==> src/rtl/reg_file_16.sv <==
// reg_file_16: 16-entry register file with write-back scoreboard and two registered read ports.
// Latency: read data and busy flags appear 1 cycle after rd_en; busy_mask reflects state after each edge.
// Backpressure: none; every request is accepted each cycle, so decode stalls on busy_a/busy_b itself.
//
// Ports:
//   clock, reset          rising-edge clock, synchronous active-high reset
//   wr_en/wr_addr/wr_data write-back strobe, index (decoded one-hot) and data
//   claim_en/claim_addr   mark a register busy (result pending)
//   rd_en/rd_a_addr/rd_b_addr  read request for both ports
//   rd_a_data/rd_b_data   registered read data (write-through bypass)
//   busy_a/busy_b         registered busy flag aligned with read data
//   rd_valid              1-cycle pulse: rd_* / busy_* updated
//   busy_mask             registered scoreboard, bit i = register i busy
module reg_file_16 #(
  parameter int bits     = 16,
  parameter bit zero_reg = 1'b0
) (
  input  logic            clock,
  input  logic            reset,
  input  logic            wr_en,
  input  logic [3:0]      wr_addr,
  input  logic [bits-1:0] wr_data,
  input  logic            claim_en,
  input  logic [3:0]      claim_addr,
  input  logic            rd_en,
  input  logic [3:0]      rd_a_addr,
  input  logic [3:0]      rd_b_addr,
  output logic [bits-1:0] rd_a_data,
  output logic [bits-1:0] rd_b_data,
  output logic            busy_a,
  output logic            busy_b,
  output logic            rd_valid,
  output logic [15:0]     busy_mask
);

  logic [bits-1:0] regs_q [16];
  logic [bits-1:0] regs_d [16];
  logic [15:0]     busy_q, busy_d;
  logic [bits-1:0] rd_a_data_q, rd_a_data_d;
  logic [bits-1:0] rd_b_data_q, rd_b_data_d;
  logic            busy_a_q, busy_a_d;
  logic            busy_b_q, busy_b_d;
  logic            rd_valid_q, rd_valid_d;

  // One-hot write enables and claim (set) vector.
  logic [15:0]     we;
  logic [15:0]     set;

  always_comb begin
    we  = '0;
    set = '0;
    if (wr_en)    we[wr_addr]     = 1'b1;
    if (claim_en) set[claim_addr] = 1'b1;
    // Hard-wired zero register: r0 can never be written or claimed, so it
    // stays at its reset value of 0 and is never busy.
    if (zero_reg) begin
      we[0]  = 1'b0;
      set[0] = 1'b0;
    end

    // Set wins over clear: a same-cycle claim belongs to a newer producer.
    busy_d = set | (busy_q & ~we);

    for (int i = 0; i < 16; i++) begin
      regs_d[i] = we[i] ? wr_data : regs_q[i];
    end

    rd_a_data_d = rd_a_data_q;
    rd_b_data_d = rd_b_data_q;
    busy_a_d    = busy_a_q;
    busy_b_d    = busy_b_q;
    rd_valid_d  = rd_en;
    if (rd_en) begin
      // Bypass the write landing this cycle so the reader sees the new value,
      // and report the scoreboard as it will be after this edge.
      rd_a_data_d = we[rd_a_addr] ? wr_data : regs_q[rd_a_addr];
      rd_b_data_d = we[rd_b_addr] ? wr_data : regs_q[rd_b_addr];
      busy_a_d    = busy_d[rd_a_addr];
      busy_b_d    = busy_d[rd_b_addr];
    end
  end

  always_ff @(posedge clock) begin
    if (reset) begin
      for (int i = 0; i < 16; i++) begin
        regs_q[i] <= '0;
      end
      busy_q      <= '0;
      rd_a_data_q <= '0;
      rd_b_data_q <= '0;
      busy_a_q    <= 1'b0;
      busy_b_q    <= 1'b0;
      rd_valid_q  <= 1'b0;
    end else begin
      for (int i = 0; i < 16; i++) begin
        regs_q[i] <= regs_d[i];
      end
      busy_q      <= busy_d;
      rd_a_data_q <= rd_a_data_d;
      rd_b_data_q <= rd_b_data_d;
      busy_a_q    <= busy_a_d;
      busy_b_q    <= busy_b_d;
      rd_valid_q  <= rd_valid_d;
    end
  end

  assign rd_a_data = rd_a_data_q;
  assign rd_b_data = rd_b_data_q;
  assign busy_a    = busy_a_q;
  assign busy_b    = busy_b_q;
  assign rd_valid  = rd_valid_q;
  assign busy_mask = busy_q;

endmodule

==> config.mk <==
export PLATFORM = sky130hd
export DESIGN_NAME = reg_file_16
export DESIGN_NICKNAME = d
export VERILOG_FILES = /design/src/rtl/reg_file_16.sv
export SDC_FILE = /design/constraint.sdc
export NUM_CORES = 1
export LEC_CHECK = 0
export BUFFER_PORTS_ARGS = -buffer_cell sky130_fd_sc_hd__buf_2
export CAP_MARGIN = 20
export CORE_ASPECT_RATIO = 0.75
export CORE_MARGIN = 8
export CORE_UTILIZATION = 45
export CTS_CLUSTER_DIAMETER = 120
export CTS_CLUSTER_SIZE = 12
export DETAILED_ROUTE_END_ITERATION = 6
export SLEW_MARGIN = 25
export SYNTH_ARGS = -nofsm -noshare
export SYNTH_HDL_FRONTEND = slang
export SYNTH_SLANG_ARGS = --single-unit
==> constraint.sdc <==
create_clock -name clock -period 3.01 [get_ports clock]
set_input_delay 0.1505 -clock clock [delete_from_list [all_inputs] [get_ports clock]]
set_output_delay 0.1505 -clock clock [all_outputs]
set_load 0.05 [all_outputs]
== Word-level counts from Yosys, hierarchy flattened ==
Memories as Yosys holds them, arrays and structs flattened.
Cells that the tools add are included.
Widths: inputs -> output; s select.
Operators by class
  magnitude comparators: 6
  eq/ne operators: 16
  mux-type cells: 51
  bitwise gates (word level): 19
  reductions and logical operators: 18
Operators by type and width (number)
  $mux 16: 36
  $reduce_and 2->1: 16
  $lt 4x5->1 const B: 4
  $and 16x16->16: 1
  $bmux 1 s4: 4
  $ne 1x1->1 const B: 16
  $not 16->16: 1
  $or 1x1->1: 16
  $or 16x16->16: 1
  $mux 1: 9
  $demux 1 s4: 2
  $ge 4x1->1 const B: 2
  $logic_and 1x1->1: 2
Storage, ports and cells
  flip-flop bits (word level): 51
  RAM bits: 256
  input bits: 37
  memories: 1
Memories
  regs_q: depth 16, width 16, rd ports 2, clocked after Yosys merged registers in 0, wr ports 16, RTL line 36  | logic [bits-1:0] regs_q [16];

== Depth between registers and ports, before layout ==
Gate-level depths: netlist of run 1.
  depth in word-level cells: 10
  gate-level depth with buffers: 9
  mapped depth without buffers: 6

== Least setup slack after synthesis of run 1 ==
No wires, ideal clock.
  path type: input to register
  from: in rd_b_addr[0]
  to: reg rd_b_data_q[0], in the netlist rd_b_data[0]
  data arrival time: 1605 ps
  data required time: 2868 ps
  slack: 1263 ps
  cell stages on the path: 6
  path through: buf_4 -> buf_6 -> mux4_2 -> mux4_2 -> nand2_1 -> a311oi_1
Between the ends
  word-level cells in the longest chain between the ends: 3
  elaborated cells on any way between the ends: 4
Ends and longest elaborated chain
  start: declaration: RTL line 27  | input logic [3:0] rd_b_addr,
  $bmux 1 s4: RTL line 77  | rd_b_data_d = we[rd_b_addr] ? wr_data : regs_q[rd_b_addr];
  $mux 1 (not written as such): RTL line 77
  $mux 16 (*): RTL line 77
  end signal: assignment: RTL line 100  | rd_b_data_q <= rd_b_data_d;
  end: declaration: RTL line 40  | logic [bits-1:0] rd_b_data_q, rd_b_data_d;
Mark *: on every way between the ends. The rest lies on a longest branch, timed or not. The select of a mux whose other input is x is not followed.
A chain may end at the register's enable or synchronous reset.

==> results by group, run 1 <==
Outcome
  • Outcome: complete, no violations

Route
  • Drt first pass iters: 6
  • Total DRC errors in the routed layout: 0
  • Routed via count divided by cell count: 6.29
  • Number of DRC markers in iteration 0: 1513
  • Number of routed nets with antenna violations: 0
  • Average routed wire per standard cell: 28.4 um
  • Routed via count: 10189
  • Post-Route WL: 46.0 mm

Critical path
  • Cells on worst reg2reg path: 4
  • Most common cell type on the critical path: sky130_fd_sc_hd__mux4_2
  • Arrival @ worst endpoint: 2.26 ns
  • CP Class: flip-flop to flip-flop
  • Destination of the worst register-to-register timing path: rd_a_data[5]
  • Crit-path slowest cell: sky130_fd_sc_hd__mux4_2
  • Ordered list of cells on the worst path: mux4_2, mux4_2, nand2_1, a311oi_1
  • Crit path capture type: flip-flop
  • Maximum fanout along the worst path: 2
  • WP data required: 3.44 ns
  • Flop2flop setup slack: 1.19 ns
  • Startpoint Class: flip-flop
  • Source of the worst register-to-register timing path: regs_q[7][5]
  • Capturing element of the worst setup path: rd_a_data[5]
  • Biggest cell delay along the critical path: 0.53 ns
  • Launch point of the critical path: regs_q[7][5]

Cells and area
  • Total number of nets in the final design: 1184
  • Most common cell after layout, fill and taps aside: sky130_fd_sc_hd__edfxtp_1
  • Post-route standard cell area excluding fillers: 17200 sq um
  • Number of antenna cells inserted: 0
  • Area Overhead vs Synth: 13.3%
  • Non-filler cells in the finished layout: 1620
  • Fraction of layout cells with a size suffix above 1: 29.0%
  • Top library cells by usage in the layout, fill and taps aside: sky130_fd_sc_hd__edfxtp_1, sky130_fd_sc_hd__nor2_1, sky130_fd_sc_hd__mux4_2, sky130_fd_sc_hd__buf_2, sky130_fd_sc_hd__nand2_1

GRT
  • Total grt overflow: 0
  • First-pass GRT wire length: 67.9 mm
  • Number of antenna violations at the first check in global routing: 0
  • Via count of the first global-routing pass: 10008
  • Maximum number of pins on one net before global-route repair: 70
  • Total track usage: 22.7%

Timing
  • Tightest Pin Transition: 1.01 ns
  • Min cycle time layout: 1.82 ns
  • Number of pins with negative max-slew slack in the final report: 0
  • Worst slew margin relative to its limit: 32.5%
  • Timing-limited maximum frequency: 549 MHz
  • Skew final: 0.00687 ns
  • RSZ-0062 raised after global routing: no
  • Post-route clock period utilization: 60.6%
  • Setup TNS: 0 ns
  • Final hold violations: 0
  • Setup violations, final: 0

Synth
  • Most frequently used flop master after synthesis: sky130_fd_sc_hd__edfxtp_1
  • Share of flip-flops with an asynchronous set or reset after synthesis: 0%
  • Area of the mapped netlist: 15200 sq um
  • Syn Area/Cell: 14.4 sq um
  • Warning count from the yosys run: 0
  • Post-synthesis cell type with the largest combined area: sky130_fd_sc_hd__edfxtp_1
  • Share of synthesized area occupied by flip-flops and latches: 57.2%
  • Distinct cell type count of the synthesized netlist: 44
  • Register bit total from synthesis: 307
  • Syn Nets: 1096
  • Most area-consuming cells after synthesis: sky130_fd_sc_hd__edfxtp_1, sky130_fd_sc_hd__mux4_2, sky130_fd_sc_hd__dfxtp_1
  • Cell count after synthesis: 1059
  • Number of enable-type register cells in the synthesized netlist: 256
  • Post-synth top area share: 50.5%

Floorplanning
  • Area enclosed by the die boundary: 40000 sq um
  • Core area: 33400 sq um
  • Die width: 228 um
  • Number of rows in the core area: 58
  • Number of I/O pins: 88
  • Effective utilization at floorplan: 45.6%
  • Die outline height: 175 um

Power and ir drop
  • Power consumption: 9.95 mW
  • Static power due to leakage: 6.00 nW
  • Largest vdd supply drop: 339 uV
  • Power density over cell area: 577 nW/um^2

Clock network
  • Post-CTS clock slew at the launch and capture registers of the worst setup and hold paths: 0.07 ns
  • Clock insertion delay at the later pin of the skew report: 0.57 ns
  • TritonCTS sink count: 307
  • TritonCTS Buffers: 29
  • TritonCTS clock tree: built
  • Root Buffer: sky130_fd_sc_hd__clkbuf_16
  • H-tree lvl count: 1
  • Setup Fix Bufs, Post-CTS: 0
  • Maximum buffer depth of the clock tree: 3

Hold path
  • Hold Path Depth: 5
  • Path category of the worst min-delay check: primary input to flip-flop

Place
  • Placed wire-length estimate: 29.7 mm
  • Placement Cell Area: 16300 sq um
  • Number of input and output port buffers inserted: 87
  • Routability congestion estimate from global placement: 0.861
  • Cell count after placement: 1550

Flow run
  • Number of maximum-capacitance constraint violations: 0
through the flow:
stage / hold slack [ns] / setup WS [ns] / util, %
detailed placement: 0.453 / 0.621 / 48.7
CTS: 0.0935 / 1.19 / 51.7
global placement: 0.447 / 0.638 / 48.7
floorplan: 0.313 / 1.26 / -
global route: 0.142 / 1.10 / 51.7
finish: 0.119 / 1.19 / 51.7
cell type report:
| class | count | area, sq um |
|---|---|---|
| fill | 2833 | 16100 |
| inverter | 17 | 63.8 |
| multi-input combinational | 636 | 5990 |
| sequential | 307 | 8710 |
| tap | 450 | 563 |
| clock inverter | 2 | 16.3 |
| timing repair buffer | 156 | 1090 |
| clock buffer | 52 | 812 |
flip-flops by register name (all words and copies together), names as in the netlist:
signal,cells
busy_mask,16
rd_a_data,16
busy_b,1
rd_b_data,16
rd_valid,1
busy_a,1
regs_q,256
report_power, final:
part / switching [mW] / internal [mW]
combinational: 0.850 / 0.634
clock: 1.58 / 1.81
sequential: 0.159 / 4.92
worst min-delay path by stage:
stage / from / endpoint / slack [ns]
6_report: claim_addr[0] / busy_mask[9] / 0.12
5_1_grt: rd_en / rd_valid / 0.14
3_3_place_gp: wr_data[1] / rd_b_data[1] / 0.45
3_5_place_dp: wr_data[3] / rd_b_data[3] / 0.45
2_1_floorplan: wr_data[10] / rd_a_data[10] / 0.31
4_1_cts: claim_addr[0] / busy_mask[9] / 0.09
critical path, delay by kind of cell (launching register included):
family,cells,cell delay (ns)
muxes,2,1.02
AOI/OAI and AO/OA,1,0.11
and+or+nand+nor,1,0.15
DFF,1,0.41
cells in the mapped netlist, types with 3 or more instances:
library cell / n
sky130_fd_sc_hd__buf_4: 10
sky130_fd_sc_hd__buf_6: 7
sky130_fd_sc_hd__a21oi_1: 20
sky130_fd_sc_hd__buf_2: 27
sky130_fd_sc_hd__clkbuf_1: 49
sky130_fd_sc_hd__a311oi_1: 34
sky130_fd_sc_hd__mux4_2: 160
sky130_fd_sc_hd__and3b_1: 4
sky130_fd_sc_hd__o21a_1: 4
sky130_fd_sc_hd__edfxtp_1: 256
sky130_fd_sc_hd__a22oi_1: 3
sky130_fd_sc_hd__nor3b_1: 6
sky130_fd_sc_hd__nor4_1: 3
sky130_fd_sc_hd__nor2_1: 228
sky130_fd_sc_hd__and3_1: 4
sky130_fd_sc_hd__dfxtp_1: 51
sky130_fd_sc_hd__nand2b_1: 32
sky130_fd_sc_hd__o21bai_1: 4
sky130_fd_sc_hd__buf_1: 4
sky130_fd_sc_hd__xor2_1: 6
sky130_fd_sc_hd__o21ai_0: 7
sky130_fd_sc_hd__nor2b_1: 4
sky130_fd_sc_hd__nand3b_1: 5
sky130_fd_sc_hd__nor3_1: 6
sky130_fd_sc_hd__nand2_1: 78
sky130_fd_sc_hd__nand3_1: 8
sky130_fd_sc_hd__inv_1: 16
kinds of logic after synthesis:
family                 share of synthesized area (%)
AO/OA/AOI/OAI                                   4.07
XOR/XNOR                                       0.461
AND/OR/NAND/NOR                                 10.9
multiplexers                                    23.7
flip-flops                                      57.2
buffers and inverters                           3.69
metal layers:
| metal | GRT usage, % | wire length, um | up-vias |
|---|---|---|---|
| met4 | 4.56 | 842 | 0 |
| met2 | 34.9 | 20800 | 644 |
| met1 | 33.2 | 19500 | 5236 |
| li1 | - | - | 4244 |
| met5 | 0 | 0 | - |
| met3 | 4.76 | 4860 | 65 |
what timing repair did:
item	CTS	global route
hold buffers	16	0
endpoints found under the hold margin	32	0
gates resized for setup	0	0
(Power assumes the default switching activity.)
==> inputs of run 2 (changes only) <==
--- a/config.mk
+++ b/config.mk
@@ -5,6 +5,7 @@
 export SDC_FILE = /design/constraint.sdc
 export NUM_CORES = 1
 export LEC_CHECK = 0
+export ABC_AREA = 1
 export BUFFER_PORTS_ARGS = -buffer_cell sky130_fd_sc_hd__buf_2
 export CAP_MARGIN = 20
 export CORE_ASPECT_RATIO = 0.75
==> constraint.sdc (replaced) <==
create_clock -name clock -period 1.9 [get_ports clock]
set_input_delay 0.095 -clock clock [delete_from_list [all_inputs] [get_ports clock]]
set_output_delay 0.095 -clock clock [all_outputs]
set_load 0.05 [all_outputs]
==> run 2 against run 1 <==
  * Setup slack worse by 1.1 ns
  * Critical path type is now primary input to flip-flop
  * Non-clock buffer count increased by 74
  * Cell count increased by 63%
  * Utilization rose by 1.4 points
  * Largest power group unchanged
  * Wire length rose by 23%
  * Hold slack worse by 0.056 ns
==> results by group, run 2 <==
Outcome
  • Outcome: complete, no violations

Flow run
  • Number of maximum-capacitance constraint violations: 0 (unchanged)

Timing
  • Setup TNS: 0 ns (unchanged)
  • Skew final: 0.0156 ns (+0.00871 ns)
  • Post-route clock period utilization: 97.1%
  • Timing-limited maximum frequency: 542 MHz
  • RSZ-0062 raised after global routing: no
  • Min cycle time layout: 1.85 ns
  • Setup violations, final: 0 (unchanged)
  • Tightest Pin Transition: 0.650 ns (-0.360 ns)
  • Worst slew margin relative to its limit: 56.6% (+24 points)
  • Number of pins with negative max-slew slack in the final report: 0 (unchanged)
  • Final hold violations: 0 (unchanged)

Cells and area
  • Total number of nets in the final design: 2145 (+81%)
  • Register with the most flip-flops: regs_q
  • Number of antenna cells inserted: 0 (unchanged)
  • Area Overhead vs Synth: 17.2%
  • Core occupancy in the finished layout: 53.0% (+1.4 points)
  • Number of flip-flops under the largest register name: 256 (unchanged)
  • Top library cells by usage in the layout, fill and taps aside: sky130_fd_sc_hd__nand3_1, sky130_fd_sc_hd__nand2_1, sky130_fd_sc_hd__edfxtp_1, sky130_fd_sc_hd__nor2_1, sky130_fd_sc_hd__inv_1
  • Most common cell after layout, fill and taps aside: sky130_fd_sc_hd__nand3_1
  • Fraction of layout cells with a size suffix above 1: 12.6% (-16 points)

Critical path
  • Crit path capture type: flip-flop
  • Arrival @ worst endpoint: 2.35 ns (+0.09 ns)
  • Destination of the worst register-to-register timing path: rd_a_data[13]
  • Startpoint Class: primary input
  • WP data required: 2.40 ns (-1.04 ns)
  • Launch point of the critical path: claim_addr[2]
  • Cells on worst reg2reg path: 8 (+4)
  • Maximum fanout along the worst path: 4 (+2)
  • CP Class: primary input to flip-flop
  • Source of the worst register-to-register timing path: regs_q[6][13]
  • Capturing element of the worst setup path: busy_mask[4]
  • Flop2flop setup slack: 0.42 ns (-0.77 ns)

Hold path
  • Startpoint of the lowest-slack hold path: wr_data[7]
  • Path category of the worst min-delay check: primary input to flip-flop

Route
  • Post-Route WL: 56.6 mm (+23%)
  • Number of routed nets with antenna violations: 0 (unchanged)
  • Average routed wire per standard cell: 21.5 um (-24%)
  • Routed via count divided by cell count: 5.82 (-7.5%)
  • Number of DRC markers in iteration 0: 1861 (+23%)
  • Drt first pass iters: 6 (unchanged)
  • Total DRC errors in the routed layout: 0 (unchanged)
  • Routed via count: 15318 (+50%)

Clock network
  • Maximum buffer depth of the clock tree: 3 (unchanged)
  • TritonCTS clock tree: built
  • Root Buffer: sky130_fd_sc_hd__clkbuf_16
  • Post-CTS clock slew at the launch and capture registers of the worst setup and hold paths: 0.07 ns (about the same)
  • TritonCTS sink count: 307 (unchanged)
  • Clock insertion delay at the later pin of the skew report: 0.57 ns (about the same)
  • H-tree lvl count: 1 (unchanged)
  • TritonCTS Buffers: 29 (unchanged)

Floorplanning
  • Die width: 238 um (+4.2%)
  • Die outline height: 183 um (+4.1%)
  • Effective utilization at floorplan: 45.2% (-0.36 points)
  • Number of I/O pins: 88 (unchanged)
  • Area enclosed by the die boundary: 43400 sq um (+8.6%)
  • Number of rows in the core area: 61 (+5.2%)
  • Core area: 36800 sq um (+10%)

Synth
  • List of most frequent post-synthesis cells: sky130_fd_sc_hd__nand3_1, sky130_fd_sc_hd__nand2_1, sky130_fd_sc_hd__edfxtp_1, sky130_fd_sc_hd__nor2_1, sky130_fd_sc_hd__inv_1
  • Share of flip-flops with an asynchronous set or reset after synthesis: 0% (unchanged)
  • Cell count after synthesis: 2000 (+89%)
  • Most area-consuming cells after synthesis: sky130_fd_sc_hd__edfxtp_1, sky130_fd_sc_hd__nand3_1, sky130_fd_sc_hd__nand2_1
  • Number of enable-type register cells in the synthesized netlist: 256 (unchanged)
  • Share of synthesized area occupied by flip-flops and latches: 52.4% (-4.9 points)
  • Distinct cell type count of the synthesized netlist: 24 (-45%)
  • Most numerous cell in the Yosys netlist: sky130_fd_sc_hd__nand3_1
  • Syn Area/Cell: 8.32 sq um (-42%)
  • Most frequently used flop master after synthesis: sky130_fd_sc_hd__edfxtp_1
  • Post-synth top area share: 46.2% (-4.3 points)
  • Syn Nets: 2037 (+86%)
  • Post-synthesis cell type with the largest combined area: sky130_fd_sc_hd__edfxtp_1
  • Register bit total from synthesis: 307 (unchanged)
  • Area of the mapped netlist: 16600 sq um (+9.3%)
  • Warning count from the yosys run: 0 (unchanged)

Power and ir drop
  • Power density over cell area: 834 nW/um^2 (+45%)
  • Static power due to leakage: 7.93 nW (+32%)
  • Largest vdd supply drop: 561 uV (+65%)

Place
  • Routability congestion estimate from global placement: 0.886 (+2.8%)
  • Number of input and output port buffers inserted: 87 (unchanged)
  • Placed wire-length estimate: 37.5 mm (+26%)

GRT
  • Maximum number of pins on one net before global-route repair: 61 (-13%)
  • Total grt overflow: 0 (unchanged)
  • Total track usage: 25.6% (+2.9 points)
  • First-pass GRT wire length: 86.3 mm (+27%)
  • Via count of the first global-routing pass: 14688 (+47%)
  • Number of antenna violations at the first check in global routing: 0 (unchanged)
==> run 2: changes by cell type after synthesis, moves of 16 or more <==
cell	change
sky130_fd_sc_hd__inv_1	+172
sky130_fd_sc_hd__mux4_2	-160
sky130_fd_sc_hd__nand2_1	+244
sky130_fd_sc_hd__a311oi_1	-34
sky130_fd_sc_hd__nand3_2	+16
sky130_fd_sc_hd__buf_1	+25
sky130_fd_sc_hd__nor2_1	-21
sky130_fd_sc_hd__nand2b_1	-32
sky130_fd_sc_hd__clkinv_1	+18
sky130_fd_sc_hd__a21oi_1	+148
sky130_fd_sc_hd__nand3_1	+321
sky130_fd_sc_hd__o21ai_0	+134
sky130_fd_sc_hd__o211ai_1	+126
sky130_fd_sc_hd__clkbuf_1	+24
==> run 2: worst min-delay path by stage <==
stage,endpoint,slack (ns),cells past startpoint
3_5_place_dp,rd_b_data[10],0.45,2
2_1_floorplan,busy_mask[0],0.33,3
5_1_grt,regs_q[6][7],0.07,4
4_1_cts,regs_q[7][7],0.04,4
6_report,regs_q[4][7],0.06,4
3_3_place_gp,rd_a_data[15],0.45,2
==> run 2: critical path: stages <==
cell and delay, ns:
sky130_fd_sc_hd__dlygate4sd3_1 0.53, sky130_fd_sc_hd__buf_2 0.13, sky130_fd_sc_hd__inv_1 0.08, sky130_fd_sc_hd__nor2_4 0.11, sky130_fd_sc_hd__dlygate4sd3_1 0.56, sky130_fd_sc_hd__nand3_1 0.10
sky130_fd_sc_hd__dlygate4sd3_1 0.61, sky130_fd_sc_hd__a21oi_1 0.14
==> run 2: area by class of cell <==
class | instances | area, sq um
Fill cell | 3415 | 17300
Sequential cell | 307 | 8710
Multi-Input combinational cell | 1331 | 6470
Timing Repair Buffer | 230 | 2090
Clock buffer | 52 | 812
Inverter | 209 | 785
Tap cell | 504 | 631
Clock inverter | 1 | 6.26
==> run 2: metrics by stage <==
stage,hold WS [ns],instances,cell area (sq um),total power [mW],setup slack (ns)
6_report,0.0631,2634,19500,16.3,0.0548
4_1_cts,0.0370,2635,19500,16.3,0.0594
3_3_place_gp,0.450,2560,18500,10.9,0.106
3_5_place_dp,0.453,2560,18500,11.0,0.0827
2_1_floorplan,0.329,2000,16600,9.86,0.386
5_1_grt,0.0665,2634,19500,16.9,0.0214
==> run 2: repair_timing <==
item	4_1_cts	5_1_grt
endpoints found under the hold margin	44	0
hold buffers	22	0
endpoints found under the setup margin	0	3
buffers inserted	0	0
gates resized for setup	0	2
==> run 2: metal layers <==
metal	global-route usage, %	vias to the layer above	share of wire [%]
met5	0	-	0
met4	9.15	0	3.3
met3	4.43	123	9.6
met2	40.4	804	45
met1	35.1	7282	42
li1	-	7109	-
==> run 2: where the power goes <==
| group | leakage (nW) | switching, mW | total [mW] | internal, mW |
|---|---|---|---|---|
| Sequential | 2.88 | 0.194 | 7.97 | 7.77 |
| Clock | 0.389 | 2.51 | 5.37 | 2.86 |
| Combinational | 4.66 | 1.99 | 2.93 | 0.938 |
| Total | 7.93 | 4.69 | 16.3 | 11.6 |
==> run 2: cell families (layout without fill, tap and decap cells) <==
kind of cell           after synthesis  in the layout  share of synthesized area [%]
AOI/OAI and AO/OA                  437            437                           15.1
and+or+nand+nor                    894            894                           23.8
DFF                                307            307                           52.4
buffers and inverters              362            492                           8.80
